===== config.mk =====
export PLATFORM = sky130hd
export DESIGN_NAME = implication_queue
export DESIGN_NICKNAME = d
export VERILOG_FILES = /design/src/rtl/implication_queue.sv
export SDC_FILE = /design/constraint.sdc
export NUM_CORES = 1
export LEC_CHECK = 0
export BUFFER_PORTS_ARGS = -buffer_cell sky130_fd_sc_hd__clkbuf_2
export CORE_UTILIZATION = 55
export CTS_CLUSTER_DIAMETER = 150
export DETAILED_ROUTE_END_ITERATION = 8
export GPL_ROUTABILITY_DRIVEN = 0
export PLACE_DENSITY = 0.82
export SYNTH_ARGS = -nofsm -noshare
export SYNTH_HDL_FRONTEND = slang
export SYNTH_SLANG_ARGS = --single-unit

===== constraint.sdc =====
create_clock -name clk -period 5.6 [get_ports clk]
set_input_delay 0.56 -clock clk [delete_from_list [all_inputs] [get_ports clk]]
set_output_delay 0.56 -clock clk [all_outputs]
set_load 0.005 [all_outputs]

===== src/rtl/implication_queue.sv =====
// Implication queue: picks the implied literal from a per-clause vector, filters it
// through a per-round pending table and buffers new literals in a FIFO.
// Optional IMPQ_STATS_EN adds saturating push/duplicate counters.
module implication_queue #(
  parameter int SIZE  = 8,
  parameter int VAR_W = 6,
  parameter int DEPTH = 16
) (
  input  logic                         clk,
  input  logic                         rst,
  input  logic                         flush,
  input  logic                         imp_valid,
  output logic                         imp_ready,
  input  logic [SIZE-1:0]              implication,
  input  logic [SIZE*(VAR_W+1)-1:0]    imp_lits,
  output logic                         out_valid,
  input  logic                         out_ready,
  output logic [VAR_W:0]               out_lit,
  output logic                         conflict,
  output logic [VAR_W:0]               conflict_lit,
  output logic                         multi_hot_err
`ifdef IMPQ_STATS_EN
  ,
  output logic [15:0]                  stat_pushed,
  output logic [15:0]                  stat_dups
`endif
);
  localparam int LIT_W    = VAR_W + 1;
  localparam int NUM_VARS = 2 ** VAR_W;
  localparam int PTR_W    = $clog2(DEPTH);
  localparam logic [PTR_W:0] FULL_CNT = (PTR_W+1)'(DEPTH);

  typedef enum logic {RUN, CONFLICT} state_e;
  state_e state_q, state_d;

  logic [LIT_W-1:0]    mem_q [DEPTH];
  logic [PTR_W-1:0]    wr_ptr_q, rd_ptr_q;
  logic [PTR_W:0]      count_q, count_d;
  logic [NUM_VARS-1:0] pend_vld_q, pend_sgn_q;
  logic                conflict_q, mh_q;
  logic [LIT_W-1:0]    conflict_lit_q;

  logic             hit, multi, accept, hit_acc, push, dup, conf_det, pop;
  logic [LIT_W-1:0] sel_lit;
  logic [VAR_W-1:0] lit_var;
  logic             lit_sgn;

  // Descending scan so the lowest set bit is the one that sticks.
  always_comb begin
    hit     = 1'b0;
    sel_lit = '0;
    for (int k = SIZE-1; k >= 0; k--) begin
      if (implication[k]) begin
        hit     = 1'b1;
        sel_lit = imp_lits[k*LIT_W +: LIT_W];
      end
    end
  end

  assign multi    = |(implication & (implication - SIZE'(1)));
  assign lit_var  = sel_lit[VAR_W-1:0];
  assign lit_sgn  = sel_lit[VAR_W];
  assign accept   = imp_valid && imp_ready;
  assign hit_acc  = accept && hit;
  assign push     = hit_acc && !pend_vld_q[lit_var];
  assign dup      = hit_acc && pend_vld_q[lit_var] && (pend_sgn_q[lit_var] == lit_sgn);
  assign conf_det = hit_acc && pend_vld_q[lit_var] && (pend_sgn_q[lit_var] != lit_sgn);
  assign pop      = out_valid && out_ready && !flush;
  assign count_d  = count_q + {{PTR_W{1'b0}}, push} - {{PTR_W{1'b0}}, pop};

  always_ff @(posedge clk) begin
    if (rst) state_q <= RUN;
    else     state_q <= state_d;
  end

  always_comb begin
    state_d = state_q;
    case (state_q)
      RUN:      if (conf_det) state_d = CONFLICT;
      CONFLICT: if (flush)    state_d = RUN;
      default:  state_d = RUN;
    endcase
  end

  always_comb begin
    imp_ready = !rst && !flush && (state_q == RUN) && (count_q < FULL_CNT);
    out_valid = (state_q == RUN) && (count_q != '0);
  end

  always_ff @(posedge clk) begin
    if (rst || flush) begin
      wr_ptr_q <= '0;
      rd_ptr_q <= '0;
      count_q  <= '0;
    end else begin
      if (push) wr_ptr_q <= wr_ptr_q + PTR_W'(1);
      if (pop)  rd_ptr_q <= rd_ptr_q + PTR_W'(1);
      count_q <= count_d;
    end
  end

  always_ff @(posedge clk) begin
    if (push) mem_q[wr_ptr_q] <= sel_lit;
  end

  // Pending entries outlive the pop; only a round boundary clears them.
  always_ff @(posedge clk) begin
    if (rst || flush) begin
      pend_vld_q     <= '0;
      pend_sgn_q     <= '0;
      conflict_q     <= 1'b0;
      conflict_lit_q <= '0;
    end else begin
      if (push) begin
        pend_vld_q[lit_var] <= 1'b1;
        pend_sgn_q[lit_var] <= lit_sgn;
      end
      if (conf_det) begin
        conflict_q     <= 1'b1;
        conflict_lit_q <= sel_lit;
      end
    end
  end

  always_ff @(posedge clk) begin
    if (rst) mh_q <= 1'b0;
    else     mh_q <= accept && multi;
  end

  assign out_lit       = (count_q != '0) ? mem_q[rd_ptr_q] : '0;
  assign conflict      = conflict_q;
  assign conflict_lit  = conflict_lit_q;
  assign multi_hot_err = mh_q;

`ifdef IMPQ_STATS_EN
  logic [15:0] pushed_q, dups_q;
  always_ff @(posedge clk) begin
    if (rst) begin
      pushed_q <= '0;
      dups_q   <= '0;
    end else begin
      if (push && pushed_q != 16'hFFFF) pushed_q <= pushed_q + 16'd1;
      if (dup  && dups_q   != 16'hFFFF) dups_q   <= dups_q + 16'd1;
    end
  end
  assign stat_pushed = pushed_q;
  assign stat_dups   = dups_q;
`endif
endmodule


==> results.yml <==
sta:
  relSlewSlack: 0.232
  skew_ns: 0.0110
  maxSlewViolCount: 0
  tns_ns: 0
  holdWs_ns: 0.294
  worst_pin_slew_ns: 1.14
  rsz0062_at_grt: "no"
  finalCriticalPeriod_ns: 4.60
  fin_crit_sh: 0.822
  setup_viol: 0
  max_freq_mhz: 217
  hold_viol: 0
clock_tree:
  h-tree-depth: 1
  cts_resized: 0
  postCtsSetupBuffers: 0
  cts.sinks: 267
  clock_latency_ns: 0.54
  clockBufferDepth: 3
  cts.clk_slew.worst_paths_ns: 0.06
  cts_tree: "built"
  cts_made_buffers: 26
  root_buffer: "clkbuf_16"
  cts_hold_buf: 0
drt:
  wl_per_cell_um: 21.9
  ant_nets: 0
  vias_per_cell: 6.44
  drc: 4
  vias: 9303
  drt_first_pass_iters: 7
  wl_um: 31700
  drt-initial-drc-count: 962
die:
  design.core.area_um2: 22000
  floorplan.initialDensity: 0.564
  die-area_um2: 23100
  dieHeight_um: 152
  rows: 54
  fp.dieW_um: 152
  io_pins: 87
logic_synthesis:
  synth_area_leader_cell: "edfxtp_1"
  synthTopCellsByArea: "edfxtp_1 (27%), dfxtp_1 (25%), mux4_2 (6.7%)"
  synthMuxAreaShare: 0.133
  avgSynthCellArea_um2: 11.5
  yosys.area_share.simple: 0.146
  synth_top_flop_cell: "dfxtp_1"
  synth-seq-cells: 267
  synth.cell_area_um2: 12400
  synth_edf_count: 112
  yosysSeqAreaShare: 0.522
  syn_inst: 1073
  synth_compound_area_frac: 0.139
  synth_xor_area_frac: 0.00425
  synth_top_family_by_area: "simple AND/OR/NAND/NOR gates"
  syn_nets: 1154
  yosys_warnings: 0
  synthAdderAreaFrac: 0.0135
  yosysMostFrequentCell: "dfxtp_1"
  synth_top_area_frac: 0.272
  ys_async_sr_fraction: 0
  synth_commonest_cells: "dfxtp_1 (155), edfxtp_1 (112), nand2_1 (112)"
  ys_types: 81
power_and_ir_drop:
  worst_ir_drop_vdd_mv: 0.255
  p_leak_nw: 4.61
  p_per_area_nw_per_um2: 299
worst_setup_path:
  setup.worst_path.end: "count_q[4]"
  start_kind: "input pin"
  ff2ff_setup_slack_ns: 2.11
  cp_max_fo: 26
  crit_path_frequent_cell: "inv_1"
  reg2reg_to: "count_q[4]"
  cpLargestDelayFamily: "compound AO/OA/AOI/OAI gates"
  worstPathRequired_ns: 6.07
  reg2reg_depth: 15
  cp-startpoint: "implication[6]"
  crit_buf_inv: 6
  crit_type: "in -> reg"
  crit_path_top_delay_cell: "o41ai_4"
  r2r_start: "state_q"
  cp_cell_sequence: "clkbuf_2 -> nor2b_2 -> a221oi_1 -> o41ai_4 -> nand2_4 -> inv_2 -> o2bb2ai_1 -> a221oi_1 -> o22ai_1 -> and4b_1 -> and3_1 -> inv_2 -> ha_1 -> inv_1 -> ha_1 -> inv_1 -> fa_1 -> inv_1 -> a21oi_1 -> nor2_1 -> or3_1 -> a21oi_1"
  crit_cells: 22
  arrival_ns: 5.07
  endpoint_kind: "flip-flop"
  max_stage_delay_ns: 0.55
run_status:
  status: "finished with violations"
  violations: "DRC"
placed_design:
  io_buffers: 86
  dp_hpwl_um: 21100
global_routing:
  grt_pass1_vias: 9159
  grt_max_degree: 85
  grt_pass1_wl_um: 49400
  grt.overflow.total: 0
  grt_usage: 0.272
  antenna_found_initial: 0
worst_hold_path:
  hold_path.class: "in -> reg"
layout:
  drive_gt1_frac: 0.224
  fin_nets: 1229
  seq_area_um2: 6470
  nFillCells: 1654
  syn_to_final_growth_pct: 12.0
  antenna_cells: 0
  multiInputGateArea_um2: 5420
flow_run:
  drv_cap: 0
final cells by class:
| cell class | instances | area share |
|---|---|---|
| well taps | 280 | 0.0253 |
| flip-flops and latches | 267 | 0.467 |
| multi-input cells | 700 | 0.391 |
| repair buffers | 128 | 0.0538 |
| clock buffers | 36 | 0.0525 |
| clock inverters | 9 | 0.00379 |
| inverters | 25 | 0.00677 |
worst min-delay path by stage:
stage	startpoint	to	slack [ns]	depth (start not counted)
global placement	pend_sgn_q[29]	pend_sgn_q[29]	0.44	2
floorplan	pend_sgn_q[54]	pend_sgn_q[54]	0.43	2
finish	out_ready	rd_ptr_q[1]	0.29	3
global route	out_ready	rd_ptr_q[1]	0.29	3
CTS	out_ready	rd_ptr_q[1]	0.28	3
detailed placement	pend_sgn_q[27]	pend_sgn_q[27]	0.45	2
routing by layer:
| metal | vias to the layer above | wire length, um | global-route usage |
|---|---|---|---|
| met5 | - | 0 | 0 |
| met4 | 0 | 1300 | 0.115 |
| met3 | 99 | 2530 | 0.0471 |
| met2 | 425 | 15500 | 0.467 |
| met1 | 4584 | 12300 | 0.339 |
| li1 | 4195 | - | - |
state kept, by name (all words and copies together) (netlist names), named ones only:
name	flops
conflict	1
conflict_lit	7
count_q	5
mem_q	112
multi_hot_err	1
pend_sgn_q	64
pend_vld_q	64
rd_ptr_q	4
state_q	1
wr_ptr_q	4
metrics by stage:
stage	utilization	area (um^2)	worst slack, ns	std cells	power (mW)
after floorplan	-	12400	0.720	1073	2.40
after global placement	0.596	13100	0.622	1400	2.55
after detailed placement	0.596	13100	0.588	1400	2.56
after CTS	0.631	13900	1.12	1445	4.15
after global routing	0.631	13900	0.604	1445	4.25
final	0.631	13900	0.996	1445	4.14
worst min-delay path: cells and delay by family:
family / cells / cell delay (ns)
compound gates: 1 / 0.07
buf+inv: 1 / 0.09
simple gates: 1 / 0.06
placed cells by master (no fill, tap or decap), types with 8 or more instances in the layout:
master / netlist / layout
dfxtp_1: 155 / 154
edfxtp_1: 112 / 112
nand2_1: 112 / 111
clkbuf_2: 1 / 86
mux2i_1: 77 / 77
o21a_1: 64 / 64
nor3_1: 52 / 52
buf_4: 7 / 42
mux4_2: 37 / 37
a21oi_1: 36 / 36
nor3_2: 36 / 36
nor2_1: 33 / 32
clkbuf_16: 0 / 26
inv_1: 21 / 21
nor2b_1: 20 / 20
nand3_1: 18 / 18
o21ai_0: 19 / 18
o22ai_1: 14 / 14
o31ai_1: 13 / 12
ha_1: 11 / 11
and3_1: 10 / 10
a211oi_1: 10 / 10
nor3b_1: 9 / 9
or3_1: 9 / 9
a221oi_1: 8 / 8
o211ai_1: 8 / 8
nor4_1: 8 / 8
cells by family after synthesis:
family,Yosys count
AND/OR/NAND/NOR,332
AO/OA/AOI/OAI,233
multiplexers,116
XOR/XNOR,6
adder cells (fa/ha/maj),13
buffers and inverters,106
flip-flops,267
power by group:
part	internal, mW	switching, mW	total (mW)
clock	0.903	0.712	1.61
combinational	0.155	0.318	0.473
sequential	2.05	0.0115	2.06
Note: power is estimated with default switching activity, not from simulation.
